**src/rtl/i2c_poll_pkg.sv**
```systemverilog
// Shared encodings for the i2c_poll sequencer: poller state codes and scheduler FSM states.
package i2c_poll_pkg;

   localparam logic [4:0] PS_IDLE      = 5'd0;
   localparam logic [4:0] PS_ACKNACK1C = 5'd8;
   localparam logic [4:0] PS_ACKNACK2C = 5'd13;
   localparam logic [4:0] PS_ACKNACK3C = 5'd23;
   localparam logic [4:0] PS_NACK      = 5'd30;
   localparam logic [4:0] PS_STOP1A    = 5'd31;

   typedef enum logic [1:0] {
      ST_DISABLED = 2'd0,
      ST_RUN      = 2'd1,
      ST_CAPTURE  = 2'd2,
      ST_RECOVER  = 2'd3
   } sched_state_e;

   function automatic logic is_ack_check(input logic [4:0] s);
      return (s == PS_ACKNACK1C) || (s == PS_ACKNACK2C) || (s == PS_ACKNACK3C);
   endfunction

endpackage

```
**src/rtl/poll_state_sync.sv**
```systemverilog
// Brings the slow-domain poller state across with two flops, then only accepts a
// value once two consecutive synchronized samples agree.
module poll_state_sync (
   input  logic       i_clk,
   input  logic       i_rst_n,
   input  logic [4:0] i_state,
   output logic [4:0] o_prev,
   output logic [4:0] o_cur,
   output logic       o_evt
);

   logic [4:0] r_meta;
   logic [4:0] r_sync;
   logic [4:0] r_sync_d;
   logic [4:0] r_stable;
   logic       w_agree;

   assign w_agree = (r_sync == r_sync_d);
   // Event is visible the cycle the new value is accepted, saving a cycle of latency.
   assign o_evt   = w_agree && (r_sync != r_stable);
   assign o_prev  = r_stable;
   assign o_cur   = r_sync;

   always_ff @(posedge i_clk or negedge i_rst_n) begin
      if (!i_rst_n) begin
         r_meta   <= '0;
         r_sync   <= '0;
         r_sync_d <= '0;
         r_stable <= '0;
      end else begin
         r_meta   <= i_state;
         r_sync   <= r_meta;
         r_sync_d <= r_sync;
         if (w_agree) r_stable <= r_sync;
      end
   end

endmodule

```
**src/rtl/i2c_poll_scheduler.sv**
```systemverilog
// Round-robin register sequencer for the i2c_poll reader: captures readings per
// channel and recovers the poller from NACKs and hangs.
//
//  state    | meaning
//  DISABLED | poller held in reset, waiting for enable
//  RUN      | transaction in flight, watchdog counting down
//  CAPTURE  | store reading, advance channel and register address
//  RECOVER  | poller held in reset for RECOVER_CYCLES after a hang
module i2c_poll_scheduler
   import i2c_poll_pkg::*;
#(
   parameter int                        NUM_CHANNELS   = 4,
   parameter logic [6:0]                DEVICE_ADDR    = 7'h68,
   parameter logic [8*NUM_CHANNELS-1:0] REG_LIST       = {8'h47, 8'h43, 8'h3F, 8'h3B},
   parameter int                        TIMEOUT_CYCLES = 100000,
   parameter int                        RECOVER_CYCLES = 256
) (
   input  logic                         i_clk,
   input  logic                         i_rst_n,
   input  logic                         i_enable,
   input  logic [4:0]                   i_poll_state,
   input  logic [15:0]                  i_poll_reading,
   output logic                         o_poll_reset,
   output logic [7:0]                   o_register_address,
   output logic [6:0]                   o_device_address,
   output logic [16*NUM_CHANNELS-1:0]   o_data_out,
   output logic                         o_sample_valid,
   output logic [3:0]                   o_sample_index,
   output logic                         o_ack_error,
   output logic                         o_timeout,
   output logic [7:0]                   o_error_count
);

   localparam int WD_W = $clog2(TIMEOUT_CYCLES + 1);
   localparam int RC_W = $clog2(RECOVER_CYCLES + 1);

   sched_state_e               r_state, w_next;
   logic [WD_W-1:0]            r_wdog;
   logic [RC_W-1:0]            r_rec;
   logic [3:0]                 r_channel, w_ch_next;
   logic [7:0]                 r_reg_addr;
   logic [16*NUM_CHANNELS-1:0] r_data;
   logic                       r_sample_valid, r_ack_error, r_timeout, r_poll_reset;
   logic [3:0]                 r_sample_index;
   logic [7:0]                 r_err;
   logic [4:0]                 w_prev, w_cur;
   logic                       w_evt, w_done, w_afail;
   logic                       w_capture, w_ack, w_to;

   poll_state_sync u_sync (
      .i_clk   (i_clk),
      .i_rst_n (i_rst_n),
      .i_state (i_poll_state),
      .o_prev  (w_prev),
      .o_cur   (w_cur),
      .o_evt   (w_evt)
   );

   assign w_done    = w_evt && (w_prev == PS_NACK) && (w_cur == PS_STOP1A);
   assign w_afail   = w_evt && is_ack_check(w_prev) && (w_cur == PS_IDLE);
   assign w_ch_next = (r_channel == 4'(NUM_CHANNELS - 1)) ? 4'd0 : r_channel + 4'd1;

   always_comb begin
      w_next    = r_state;
      w_capture = 1'b0;
      w_ack     = 1'b0;
      w_to      = 1'b0;
      case (r_state)
         ST_DISABLED: if (i_enable) w_next = ST_RUN;
         ST_RUN: begin
            if (w_done) begin
               w_next = ST_CAPTURE;
            end else if (w_afail) begin
               w_ack = 1'b1;
            end else if (r_wdog == '0) begin
               w_to   = 1'b1;
               w_next = ST_RECOVER;
            end
         end
         ST_CAPTURE: begin
            w_capture = 1'b1;
            w_next    = ST_RUN;
         end
         ST_RECOVER: if (r_rec == '0) w_next = ST_RUN;
         default:    w_next = ST_DISABLED;
      endcase
      // Dropping enable aborts everything, including a pending capture.
      if (!i_enable) begin
         w_next    = ST_DISABLED;
         w_capture = 1'b0;
         w_ack     = 1'b0;
         w_to      = 1'b0;
      end
   end

   always_ff @(posedge i_clk or negedge i_rst_n) begin
      if (!i_rst_n) begin
         r_state        <= ST_DISABLED;
         r_wdog         <= WD_W'(TIMEOUT_CYCLES - 1);
         r_rec          <= RC_W'(RECOVER_CYCLES - 1);
         r_channel      <= '0;
         r_reg_addr     <= REG_LIST[7:0];
         r_data         <= '0;
         r_sample_valid <= 1'b0;
         r_sample_index <= '0;
         r_ack_error    <= 1'b0;
         r_timeout      <= 1'b0;
         r_err          <= '0;
         r_poll_reset   <= 1'b1;
      end else begin
         r_state        <= w_next;
         r_poll_reset   <= (w_next == ST_DISABLED) || (w_next == ST_RECOVER);
         r_sample_valid <= w_capture;
         r_ack_error    <= w_ack;
         r_timeout      <= w_to;
         // Watchdog down-counter restarts on every RUN entry and on each NACK retry.
         if (r_state != ST_RUN || w_ack) r_wdog <= WD_W'(TIMEOUT_CYCLES - 1);
         else                             r_wdog <= r_wdog - 1'b1;
         if (r_state != ST_RECOVER) r_rec <= RC_W'(RECOVER_CYCLES - 1);
         else                       r_rec <= r_rec - 1'b1;
         if (w_capture) begin
            for (int k = 0; k < NUM_CHANNELS; k++) begin
               if (r_channel == 4'(k)) r_data[16*k +: 16] <= i_poll_reading;
            end
            r_sample_index <= r_channel;
            r_channel      <= w_ch_next;
            r_reg_addr     <= REG_LIST[8*w_ch_next +: 8];
         end
         if ((w_ack || w_to) && (r_err != 8'hFF)) r_err <= r_err + 8'd1;
      end
   end

   assign o_poll_reset       = r_poll_reset;
   assign o_register_address = r_reg_addr;
   assign o_device_address   = DEVICE_ADDR;
   assign o_data_out         = r_data;
   assign o_sample_valid     = r_sample_valid;
   assign o_sample_index     = r_sample_index;
   assign o_ack_error        = r_ack_error;
   assign o_timeout          = r_timeout;
   assign o_error_count      = r_err;

endmodule

```
**config.mk**
```make
export PLATFORM = sky130hd
export DESIGN_NAME = i2c_poll_scheduler
export DESIGN_NICKNAME = d
export VERILOG_FILES = /design/src/rtl/i2c_poll_pkg.sv /design/src/rtl/poll_state_sync.sv /design/src/rtl/i2c_poll_scheduler.sv
export SDC_FILE = /design/constraint.sdc
export NUM_CORES = 1
export LEC_CHECK = 0
export BUFFER_PORTS_ARGS = -buffer_cell sky130_fd_sc_hd__buf_2
export CAP_MARGIN = 40
export CORE_AREA = 4 4 112 114
export DETAILED_ROUTE_END_ITERATION = 6
export DIE_AREA = 0 0 116 118
export PLACE_DENSITY = 0.73
export SLEW_MARGIN = 20
export SYNTH_ARGS = -nofsm -noshare
export SYNTH_HDL_FRONTEND = slang
export SYNTH_SLANG_ARGS = --single-unit
```
**constraint.sdc**
```tcl
create_clock -name i_clk -period 2.8 [get_ports i_clk]
set_clock_uncertainty 0.05 [all_clocks]
set_input_delay 0.84 -clock i_clk [delete_from_list [all_inputs] [get_ports i_clk]]
set_output_delay 0.84 -clock i_clk [all_outputs]
set_load 0.03 [all_outputs]
```
==> reports/summary.txt, run 1 <==
outcome = completed
Final Max Slew Viols = 0
slew at the pin with the worst max-slew slack = 778.6 ps
final wirelength = 11300 um
Finished Core Util = 0.6129
hold_ws = 297.5 ps
CP Data Arrival Time = 2680 ps
Slew headroom = 0.4809
wire per inst = 15.84 um
Layout fillers = 924
CTS Hold Bufs = 0
Largest stage delay, worst path = 470 ps
Clock transition at path regs = 60 ps
I/O Pins = 119
Vias = 3644
# nets final = 589
multi-input combinational cell area = 2093 um^2
cell taking the most area after synthesis = dfrtp_1
final worst setup slack = 357.3 ps
antenna-violating nets left = 0
Ant. Diodes = 0
syn_area_per_cell = 12.97 um^2
Critical Path Start Type = flop
Buf/Inv on CP = 0
Initial DRC Count = 119
DRC = 0
Initial Util = 0.4964
Post-CTS Repair Setup Buffers = 0
Req. time, crit path = 3040 ps
fin crit share = 0.8724
number of cells upsized or downsized after cts = 0
total die area = 13690 um^2
asr flop ratio synth = 1.000
pwr/cell area = 925.9 nW/um^2
gr usage total = 0.1782
Mapped Area = 5668 um^2
Synth Flop Type = dfrtp_1
Post-Syn Instances = 437
DP Worst Slack = 375.8 ps
CTS sink count = 136
global-route wire length before repair = 19340 um
top cells by area, synth = dfrtp_1 (51%), mux2_2 (14%), dfstp_2 (9.7%)
RSZ-0062 raised after global routing = false
pin count of the biggest net entering global routing = 50
synthesis warning total = 0
launch point of the worst path = u_sync.o_cur[1]$_DFF_PN0_
IO buf count = 110
hpwl dp = 7898 um
leakage = 0.003529 uW
antenna violations before repair = 0
RR Startpoint = u_sync.o_cur[1]$_DFF_PN0_
CTS root buffer = clkbuf_16
slowest CP cell = dfrtp_1
TritonCTS Buffers = 17
row count = 39
buffer depth of the longest clock path = 2
Area growth, synth to finish = 23.47%
CTS tree = done
worst skew pair latency = 410 ps
DRT Pass-1 Iters = 4
setup tns final = 0 ps
setup violators final = 0
global route overflow = 0
Synth cell types = 50
routed vias/inst = 5.111
maximum clock frequency = 0.4094 GHz
VDD IR max = 0.6735 mV
post-synthesis register bit count = 136
htree depth = 4
fraction of layout cells with a size suffix above 1 = 0.4404
Crit path max-delay family = simple AND/OR/NAND/NOR gates
Post-synth EDFFs = 0
top cell type's share of synthesized area = 0.5077
Worst Hold Class = reg -> reg
CP Max Fanout = 7
routability cong. = 0.7671
Storage cell area = 3430 um^2
Fin. Hold Viols = 0
maxcap violations = 0
critical path cell sequence = xor2_1, nor4_4, o211ai_2, o31a_4, or2_4, mux2_4
critical path type = reg -> reg
Tmin final = 2443 ps
hold path startpoint = u_sync.r_meta[3]$_DFF_PN0_
core outline area = 11420 um^2
register area share after synthesis = 0.6051
Worst Setup End Kind = flop
Chip Width = 116 um
vias in the first global route = 3915
Die H = 118 um
[metal layers]
| layer | share of wire | global-route usage |
|---|---|---|
| met5 | 0 | 0 |
| met4 | 0.0093 | 0.05874 |
| met3 | 0.087 | 0.07815 |
| met2 | 0.47 | 0.2745 |
| met1 | 0.43 | 0.2247 |
[cells in the final DEF (no fill, tap or decap), types with 2 or more instances in the layout]
cell type	Yosys	layout
a21oi_1	7	7
and2_1	2	2
buf_12	0	2
buf_2	2	109
buf_4	11	6
bufinv_16	0	3
clkbuf_16	0	17
clkinv_4	0	3
conb_1	2	8
dfrtp_1	115	115
dfstp_2	21	21
ha_1	8	8
inv_1	10	10
inv_6	0	7
mux2_2	69	69
nand2_1	44	44
nand2b_1	4	4
nand3_1	15	15
nor2_1	17	17
nor2b_1	2	2
nor3_1	10	10
nor4_1	8	8
nor4_2	3	3
o21ai_0	11	11
or3_1	4	4
or4_1	3	3
xnor2_1	18	18
xor2_1	16	16
[per-stage QoR]
stage / area (um^2) / cells / power (uW)
floorplan: 5690 / 443 / 3685
global placement: 6374 / 681 / 4148
detailed placement: 6374 / 681 / 4192
CTS: 6998 / 713 / 6561
global route: 6998 / 713 / 6783
finish: 6998 / 713 / 6479
[Yosys cell counts, drive strengths merged, types with 2 or more instances]
master and number:
mux2 70, xnor2 18, dfrtp 115, nor4 12, nand2b 4, nor2b 2
or3 5, or2 2, nand4b 2, o21ai 11, nor3 10, ha 8
a21oi 7, or4 3, nand2 44, o31a 2, conb 2, inv 10
buf 13, clkbuf 9, nand3 15, nor4b 2, xor2 16, nor2 17
dfstp 21, and2 2
[final cells by class]
class | count | area share
Tap cell | 143 | 0.02557
Timing Repair Buffer | 117 | 0.09011
Inverter | 11 | 0.005900
Multi-Input combinational cell | 274 | 0.2991
Sequential cell | 136 | 0.4901
Clock buffer | 18 | 0.06276
Clock inverter | 14 | 0.02646
[flip-flops by register name (all words and copies together) (netlist names)]
signal,count
o_data_out,64
r_wdog,17
r_rec,9
o_error_count,8
u_sync.o_cur,5
u_sync.o_prev,5
u_sync.r_meta,5
u_sync.r_sync_d,5
o_register_address,4
o_sample_index,4
r_channel,4
r_state,2
o_ack_error,1
o_poll_reset,1
o_sample_valid,1
o_timeout,1
[report_power, final]
| group | internal [uW] | total [uW] | leakage [uW] | switching (uW) |
|---|---|---|---|---|
| logic | 540 | 1580 | 0.00150 | 1040 |
| registers | 2330 | 2570 | 0.00173 | 234 |
| clock network | 1450 | 2330 | 0.000303 | 878 |
| total | 4320 | 6480 | 0.00353 | 2160 |
[path summary, 6_finish.rpt]
check	cells past startpoint	slack [ps]	endpoint
worst max-delay path	6	360	o_error_count[1]$_DFFE_PN0P_
worst min-delay path	0	300	u_sync.o_cur[3]$_DFF_PN0_
worst max register to register	6	360	o_error_count[1]$_DFFE_PN0P_
worst min register to register	0	300	u_sync.o_cur[3]$_DFF_PN0_
max in group asynchronous	2	1620	o_register_address[1]$_DFFE_PN1P_
min in group asynchronous	1	370	u_sync.o_cur[0]$_DFF_PN0_
[logic make-up (layout without fill, tap and decap cells)]
| family | count (synthesis) | after routing | synth area share |
|---|---|---|---|
| flops | 136 | 136 | 0.6051 |
| simple gates | 125 | 125 | 0.1199 |
| mux | 70 | 70 | 0.1397 |
| xor+xnor | 34 | 34 | 0.05254 |
| buf+inv | 33 | 160 | 0.02958 |
| compound gates | 29 | 29 | 0.03422 |
| fa+ha+maj | 8 | 8 | 0.01766 |
| other cells | 2 | 8 | 0.001325 |
No activity file was read; power rests on OpenSTA's default activity.
==> run 2: changes to the inputs <==
--- a/config.mk
+++ b/config.mk
@@ -7,11 +7,11 @@
 export LEC_CHECK = 0
 export BUFFER_PORTS_ARGS = -buffer_cell sky130_fd_sc_hd__buf_2
 export CAP_MARGIN = 40
-export CORE_AREA = 4 4 112 114
+export CORE_AREA = 4 4 125 127
 export DETAILED_ROUTE_END_ITERATION = 6
-export DIE_AREA = 0 0 116 118
-export PLACE_DENSITY = 0.73
+export DIE_AREA = 0 0 129 131
 export SLEW_MARGIN = 20
 export SYNTH_ARGS = -nofsm -noshare
 export SYNTH_HDL_FRONTEND = slang
+export SYNTH_HIERARCHICAL = 1
 export SYNTH_SLANG_ARGS = --single-unit
==> run 2 against run 1 <==
Net effect: maximum frequency shrank 5.5%; setup slack lost 140 ps; non-clock buffer count grew 9; cell count grew 7.2%; register-to-register slack lost 140 ps; global-route usage shrank 3.1 points; die area grew 23%; area after synthesis grew 1.2%; core utilization shrank 11 points; critical endpoint is now o_error_count[6]$_DFFE_PN0P_; count of clock-buffer cells in the layout grew 7; cell area grew 3.6%; via count grew 1.7%.
==> reports/summary.txt, run 2 <==
Slew headroom = 0.6163 (was 0.4809)
DRT Pass-1 Iters = 4 (unchanged)
CTS root buffer = clkbuf_16 (unchanged)
cell taking the most area after synthesis = dfrtp_1 (unchanged)
placed cells = 733 (was 681)
Finished Core Util = 0.5026 (was 0.6129)
vias in the first global route = 3906 (was 3915)
Worst Setup End Kind = flop (unchanged)
IO buf count = 110 (unchanged)
CTS Hold Bufs = 0 (unchanged)
CTS sink count = 136 (unchanged)
Largest stage delay, worst path = 430 ps (was 470 ps)
I/O Pins = 119 (unchanged)
Synth top cells by count = dfrtp_1 (115), mux2_2 (69), nand2_1 (39) (was dfrtp_1 (115), mux2_2 (69), nand2_1 (44))
htree depth = 4 (unchanged)
multi-input combinational cell area = 2175 um^2 (was 2093 um^2)
# nets final = 600 (was 589)
global route overflow = 0 (unchanged)
register area share after synthesis = 0.5977 (was 0.6051)
VDD IR max = 0.5335 mV (was 0.6735 mV)
Initial Util = 0.3978 (was 0.4964)
Worst Hold Class = in -> async (was reg -> reg)
max FFs per register = 64 (unchanged)
Synth Flop Type = dfrtp_1 (unchanged)
asr flop ratio synth = 1.000 (unchanged)
worst skew pair latency = 410 ps (about the same)
Placement Cell Area = 6566 um^2 (was 6374 um^2)
CTS tree = done (unchanged)
grt met3 use = 0.06138 (was 0.07815)
FF-to-FF setup slack = 220 ps (was 360 ps)
final wirelength = 11590 um (was 11300 um)
TritonCTS Buffers = 17 (unchanged)
total power = 6711 uW (was 6479 uW)
setup violators final = 0 (unchanged)
critical path type = reg -> reg (unchanged)
row count = 44 (was 39)
final cell count without fillers = 764 (was 713)
maxcap violations = 0 (unchanged)
hpwl dp = 7951 um (was 7898 um)
Post-synth EDFFs = 0 (unchanged)
XOR/XNOR Fraction of Synth Area = 0.05495 (was 0.05254)
Post-Synth Simple-Gate Area = 0.1171 (was 0.1199)
slowest CP cell = or4_4 (was dfrtp_1)
gr usage total = 0.1469 (was 0.1782)
maximum clock frequency = 0.3869 GHz (was 0.4094 GHz)
Req. time, crit path = 3040 ps (about the same)
grt met2 use = 0.2143 (was 0.2745)
Layout fillers = 1278 (was 924)
Post-Layout Inst Area = 7249 um^2 (was 6998 um^2)
Post-CTS Repair Setup Buffers = 0 (unchanged)
outcome = completed (unchanged)
RR Startpoint = u_sync/r_sync_d[2]$_DFF_PN0_ (was u_sync.o_cur[1]$_DFF_PN0_)
CP Data Arrival Time = 2830 ps (was 2680 ps)
Critical Path Start Type = flop (unchanged)
launch point of the worst path = u_sync/r_sync_d[2]$_DFF_PN0_ (was u_sync.o_cur[1]$_DFF_PN0_)
total die area = 16900 um^2 (was 13690 um^2)
top cell type's share of synthesized area = 0.5015 (was 0.5077)
fraction of layout cells with a size suffix above 1 = 0.4517 (was 0.4404)
slew at the pin with the worst max-slew slack = 572.8 ps (was 778.6 ps)
most common cell after layout, fill and taps aside = dfrtp_1 (unchanged)
Mapped Area = 5738 um^2 (was 5668 um^2)
core outline area = 14420 um^2 (was 11420 um^2)
Fin. Hold Viols = 0 (unchanged)
routability cong. = 0.7766 (was 0.7671)
Compound-Gate Fraction of Synth Area = 0.04623 (was 0.03422)
mux contribution to synthesized area = 0.1380 (was 0.1397)
buffer depth of the longest clock path = 2 (unchanged)
fin crit share = 0.9230 (was 0.8724)
commonest non-fill, non-tap cells in the layout = dfrtp_1 (115), buf_2 (109), mux2_2 (69), nand2_1 (39), xnor2_1 (24) (was dfrtp_1 (115), buf_2 (109), mux2_2 (69), nand2_1 (44), dfstp_2 (21))
most common cell in the netlist = dfrtp_1 (unchanged)
Vias = 3706 (was 3644)
antenna-violating nets left = 0 (unchanged)
Chip Width = 129 um (was 116 um)
post-synthesis register bit count = 136 (unchanged)
critical path cell sequence = xor2_1, nor3_2, nand3_2, a31oi_1, nand2b_1, or4_4, a211oi_4, buf_4, o2111ai_1, xnor2_1 (was xor2_1, nor4_4, o211ai_2, o31a_4, or2_4, mux2_4)
pin count of the biggest net entering global routing = 80 (was 50)
antenna violations before repair = 0 (unchanged)
CP Max Fanout = 6 (was 7)
RSZ-0062 raised after global routing = false (unchanged)
top cells by area, synth = dfrtp_1 (50%), mux2_2 (14%), dfstp_2 (9.6%) (was dfrtp_1 (51%), mux2_2 (14%), dfstp_2 (9.7%))
Post-Synth Adder-Cell Area = 0.01744 (was 0.01766)
combinational family with the most area after synthesis = multiplexers (unchanged)
routed vias/inst = 4.851 (was 5.111)
wire per inst = 15.17 um (was 15.84 um)
Ant. Diodes = 0 (unchanged)
Synth cell types = 57 (was 50)
leakage = 0.003588 uW (was 0.003529 uW)
Final Max Slew Viols = 0 (unchanged)
met1 Use GR = 0.1959 (was 0.2247)
DRC = 0 (unchanged)
number of cells upsized or downsized after cts = 0 (unchanged)
pwr/cell area = 925.7 nW/um^2 (was 925.9 nW/um^2)
Storage cell area = 3430 um^2 (unchanged)
global-route wire length before repair = 19750 um (was 19340 um)
setup tns final = 0 ps (unchanged)
Initial DRC Count = 136 (was 119)
Area growth, synth to finish = 26.34% (was 23.47%)
synthesis warning total = 6 (was 0)
Clock transition at path regs = 60 ps (about the same)
syn_area_per_cell = 13.13 um^2 (was 12.97 um^2)
Post-Syn Instances = 437 (unchanged)
Die H = 131 um (was 118 um)
Tmin final = 2584 ps (was 2443 ps)
gr busiest metal = met2 (unchanged)
-- run 2: changes by cell type in the layout (fill, tap and decap cells not counted), moves of 5 or more --
cell | before | now
and2_1 | 2 | 7
o2111ai_1 | 0 | 5
buf_4 | 6 | 15
xnor2_1 | 18 | 24
inv_6 | 7 | 0
nand2_1 | 44 | 39
clkbuf_8 | 1 | 7
nand3_1 | 15 | 6
nor3_1 | 10 | 5
-- run 2: area by class of cell --
type	count	share of cell area
sequential	136	0.4731
multi-input combinational	278	0.3000
timing repair buffer	126	0.09631
clock buffer	25	0.07249
tap	184	0.03176
clock inverter	6	0.02175
inverter	9	0.004660
-- run 2: kinds of logic after synthesis --
logic type / Yosys count
flip-flops: 136
AO/OA/AOI/OAI: 35
AND/OR/NAND/NOR: 121
adder cells (fa/ha/maj): 8
multiplexers: 70
XOR/XNOR: 36
other: 2
buffers and inverters: 29
-- run 2: path summary, 6_finish.rpt --
kind,cells after the start,to
hold reg to reg,0,u_sync/o_cur[1]$_DFF_PN0_
hold / removal,1,o_error_count[5]$_DFFE_PN0P_
setup reg to reg,10,o_error_count[6]$_DFFE_PN0P_
setup / recovery,10,o_error_count[6]$_DFFE_PN0P_
min in group i_clk,0,u_sync/o_cur[1]$_DFF_PN0_
max in group asynchronous,2,r_rec[3]$_DFF_PN1_
-- run 2: critical path, delay by kind of cell (launching register included) --
| family | cells | cell delay (ps) |
|---|---|---|
| AOI/OAI and AO/OA | 3 | 690 |
| xor gates and xnor gates | 2 | 350 |
| buffers and inverters | 1 | 210 |
| DFF | 1 | 380 |
| and+or+nand+nor | 4 | 800 |
-- run 2: metrics by stage --
| step | worst slack [ps] | hold slack (ps) |
|---|---|---|
| after floorplan | 92.60 | 281.2 |
| after global placement | 272.2 | 283.7 |
| after detailed placement | 203.3 | 288.1 |
| after CTS | 190.4 | 192.5 |
| after global routing | 1.045 | 200.2 |
| final | 215.5 | 205.8 |
-- run 2: power by group --
| group | leakage, uW | internal (uW) | switching (uW) | total (uW) |
|---|---|---|---|---|
| combinational | 0.00153 | 551 | 1040 | 1590 |
| clock | 0.000332 | 1740 | 805 | 2550 |
| sequential | 0.00173 | 2330 | 238 | 2570 |
-- run 2: routing by layer --
| layer | up-vias | share of wire |
|---|---|---|
| met2 | 99 | 0.45 |
| li1 | 1769 | - |
| met5 | - | 0 |
| met4 | 0 | 0.015 |
| met3 | 17 | 0.085 |
| met1 | 1821 | 0.45 |
==> run 3: changes to the inputs <==
--- a/config.mk
+++ b/config.mk
@@ -8,6 +8,7 @@
 export BUFFER_PORTS_ARGS = -buffer_cell sky130_fd_sc_hd__buf_2
 export CAP_MARGIN = 40
 export CORE_AREA = 4 4 125 127
+export CTS_BUF_LIST = sky130_fd_sc_hd__clkbuf_4 sky130_fd_sc_hd__clkbuf_8
 export DETAILED_ROUTE_END_ITERATION = 6
 export DIE_AREA = 0 0 129 131
 export SLEW_MARGIN = 20
==> run 3 against run 2 <==
Net effect: cell area decreased by 2.5%; setup slack lost 30 ps; combinational power is essentially flat; core utilization is 1.2 points lower; maximum frequency decreased by 1.1%; cell count is the same; sequential power is essentially flat; worst hold slack worse by 25 ps; largest power group unchanged.
==> reports/summary.txt, run 3 (synthesis gave the netlist of run 2 again) <==
outcome = completed (unchanged)
Post-Layout Inst Area = 7071 um^2 (was 7249 um^2)
final wirelength = 11500 um (was 11590 um)
Fin. Hold Viols = 0 (unchanged)
Clock transition at path regs = 70 ps (was 60 ps)
vias in the first global route = 3885 (was 3906)
Critical Path Sink = o_error_count[6]$_DFFE_PN0P_ (unchanged)
most common cell after layout, fill and taps aside = dfrtp_1 (unchanged)
VDD IR max = 0.4978 mV (was 0.5335 mV)
Req. time, crit path = 3070 ps (was 3040 ps)
row count = 44 (unchanged)
CP Max Fanout = 6 (unchanged)
Final Max Slew Viols = 0 (unchanged)
wire per inst = 15.05 um (was 15.17 um)
routability cong. = 0.7766 (unchanged)
gr usage total = 0.1453 (was 0.1469)
antenna violations before repair = 0 (unchanged)
CTS sink count = 136 (unchanged)
setup violators final = 0 (unchanged)
critical path type = reg -> reg (unchanged)
setup tns final = 0 ps (unchanged)
leakage = 0.003505 uW (was 0.003588 uW)
global route overflow = 0 (unchanged)
antenna-violating nets left = 0 (unchanged)
routed vias/inst = 4.851 (unchanged)
CTS root buffer = clkbuf_8 (was clkbuf_16)
Switch Pwr = 1995 uW (was 2081 uW)
Area growth, synth to finish = 23.22% (was 26.34%)
hpwl dp = 7951 um (unchanged)
pwr/cell area = 864.6 nW/um^2 (was 925.7 nW/um^2)
TritonCTS Buffers = 17 (unchanged)
slew at the pin with the worst max-slew slack = 558.4 ps (was 572.8 ps)
buffer depth of the longest clock path = 2 (unchanged)
CP Data Arrival Time = 2880 ps (was 2830 ps)
CTS tree = done (unchanged)
fin crit share = 0.9336 (was 0.9230)
commonest non-fill, non-tap cells in the layout = dfrtp_1 (115), buf_2 (109), mux2_2 (69), nand2_1 (39) (was dfrtp_1 (115), buf_2 (109), mux2_2 (69), nand2_1 (39), xnor2_1 (24))
IO buf count = 110 (unchanged)
maximum clock frequency = 0.3825 GHz (was 0.3869 GHz)
RSZ-0062 raised after global routing = false (unchanged)
Critical Path Start Type = flop (unchanged)
Internal Pwr Total = 4118 uW (was 4630 uW)
combinational share of power = 0.260 (was 0.237)
Ant. Diodes = 0 (unchanged)
# nets final = 600 (unchanged)
htree depth = 4 (unchanged)
launch point of the worst path = u_sync/r_sync_d[2]$_DFF_PN0_ (unchanged)
total die area = 16900 um^2 (unchanged)
RR Startpoint = u_sync/r_sync_d[2]$_DFF_PN0_ (unchanged)
placed cells = 733 (unchanged)
worst skew pair latency = 430 ps (was 410 ps)
final cell count without fillers = 764 (unchanged)
pin count of the biggest net entering global routing = 80 (unchanged)
Worst Setup End Kind = flop (unchanged)
FF-to-FF setup slack = 190 ps (was 220 ps)
Clock power frac = 0.319 (was 0.380)
Tmin final = 2614 ps (was 2584 ps)
Initial Util = 0.3978 (unchanged)
Worst Hold Class = in -> async (unchanged)
I/O Pins = 119 (unchanged)
Flop pwr share = 0.420 (was 0.383)
DRT Pass-1 Iters = 4 (unchanged)
Net Sw Frac = 0.3264 (was 0.3101)
maxcap violations = 0 (unchanged)
Slew headroom = 0.6270 (was 0.6163)
global-route wire length before repair = 19490 um (was 19750 um)
Chip Width = 129 um (unchanged)
Finished Core Util = 0.4902 (was 0.5026)
DRC = 0 (unchanged)
fraction of layout cells with a size suffix above 1 = 0.4534 (was 0.4517)
Placement Cell Area = 6566 um^2 (unchanged)
R2R cell count = 10 (unchanged)
Vias = 3706 (unchanged)
Initial DRC Count = 117 (was 136)
core outline area = 14420 um^2 (unchanged)
worst r2r dst = o_error_count[6]$_DFFE_PN0P_ (unchanged)
Die H = 131 um (unchanged)
hold_ws = 180.9 ps (was 205.8 ps)
max FFs per register = 64 (unchanged)
## run 3: changes by cell type in the layout (fill, tap and decap cells not counted)
cell | before | now
clkbuf_16 | 17 | 0
clkbuf_8 | 7 | 24
clkbuf_4 | 0 | 1
clkbuf_1 | 1 | 0
a31oi_2 | 1 | 0
a31oi_4 | 0 | 1
## run 3: worst max-delay path, stage by stage, from the launching register on
cell and delay, ps:
dfrtp_1 380, xor2_1 170, nor3_2 200, nand3_2 90, a31oi_1 200, nand2b_1 80, or4_4 430, a211oi_4 390
buf_4 210, o2111ai_1 130, xnor2_1 180
## run 3: worst min path at each step
| stage | from | end | slack (ps) |
|---|---|---|---|
| 2_1_floorplan | u_sync/r_meta[0]$_DFF_PN0_ | u_sync/o_cur[0]$_DFF_PN0_ | 280 |
| 3_3_place_gp | u_sync/r_meta[1]$_DFF_PN0_ | u_sync/o_cur[1]$_DFF_PN0_ | 280 |
| 3_5_place_dp | u_sync/r_meta[1]$_DFF_PN0_ | u_sync/o_cur[1]$_DFF_PN0_ | 290 |
| 4_1_cts | i_rst_n | o_error_count[7]$_DFFE_PN0P_ | 150 |
| 5_1_grt | i_rst_n | o_error_count[7]$_DFFE_PN0P_ | 160 |
| 6_report | i_rst_n | o_error_count[7]$_DFFE_PN0P_ | 180 |
## run 3: final cells by class
type | instances | area, um^2
fill | 1298 | 7353
multi-input combinational | 278 | 2183
tap | 184 | 230.2
inverter | 9 | 33.78
clock inverter | 6 | 157.7
sequential | 136 | 3430
clock buffer | 25 | 337.8
timing repair buffer | 126 | 698.2
## run 3: power by group through the flow
| stage | registers (uW) | clock network, uW | logic [uW] |
|---|---|---|---|
| finish | 2570 | 1950 | 1590 |
| floorplan | 3170 | 0 | 520 |
| detailed placement | 2600 | 0 | 1610 |
| global route | 2620 | 2100 | 1720 |
| global placement | 2590 | 0 | 1590 |
| CTS | 2570 | 2010 | 1610 |
## run 3: timing repair
action / in CTS / in global routing
hold buffers: 0 / 0
gates resized for setup: 0 / 1
endpoints found under the setup margin: 0 / 1
buffers inserted: 0 / 0
## run 3: per-stage QoR
stage | setup slack [ps] | total power [uW]
floorplan | 92.60 | 3694
global placement | 272.2 | 4183
detailed placement | 203.3 | 4209
CTS | 195.8 | 6198
global route | 6.861 | 6437
finish | 185.9 | 6113
## run 3: metal layers
metal	share of wire	wire, um	track usage	vias to the layer above
li1	-	-	-	1761
met1	0.45	5170	0.1912	1829
met2	0.45	5180	0.2140	102
met3	0.085	975	0.06179	14
met4	0.015	169	0.05559	0
met5	0	0	0	-
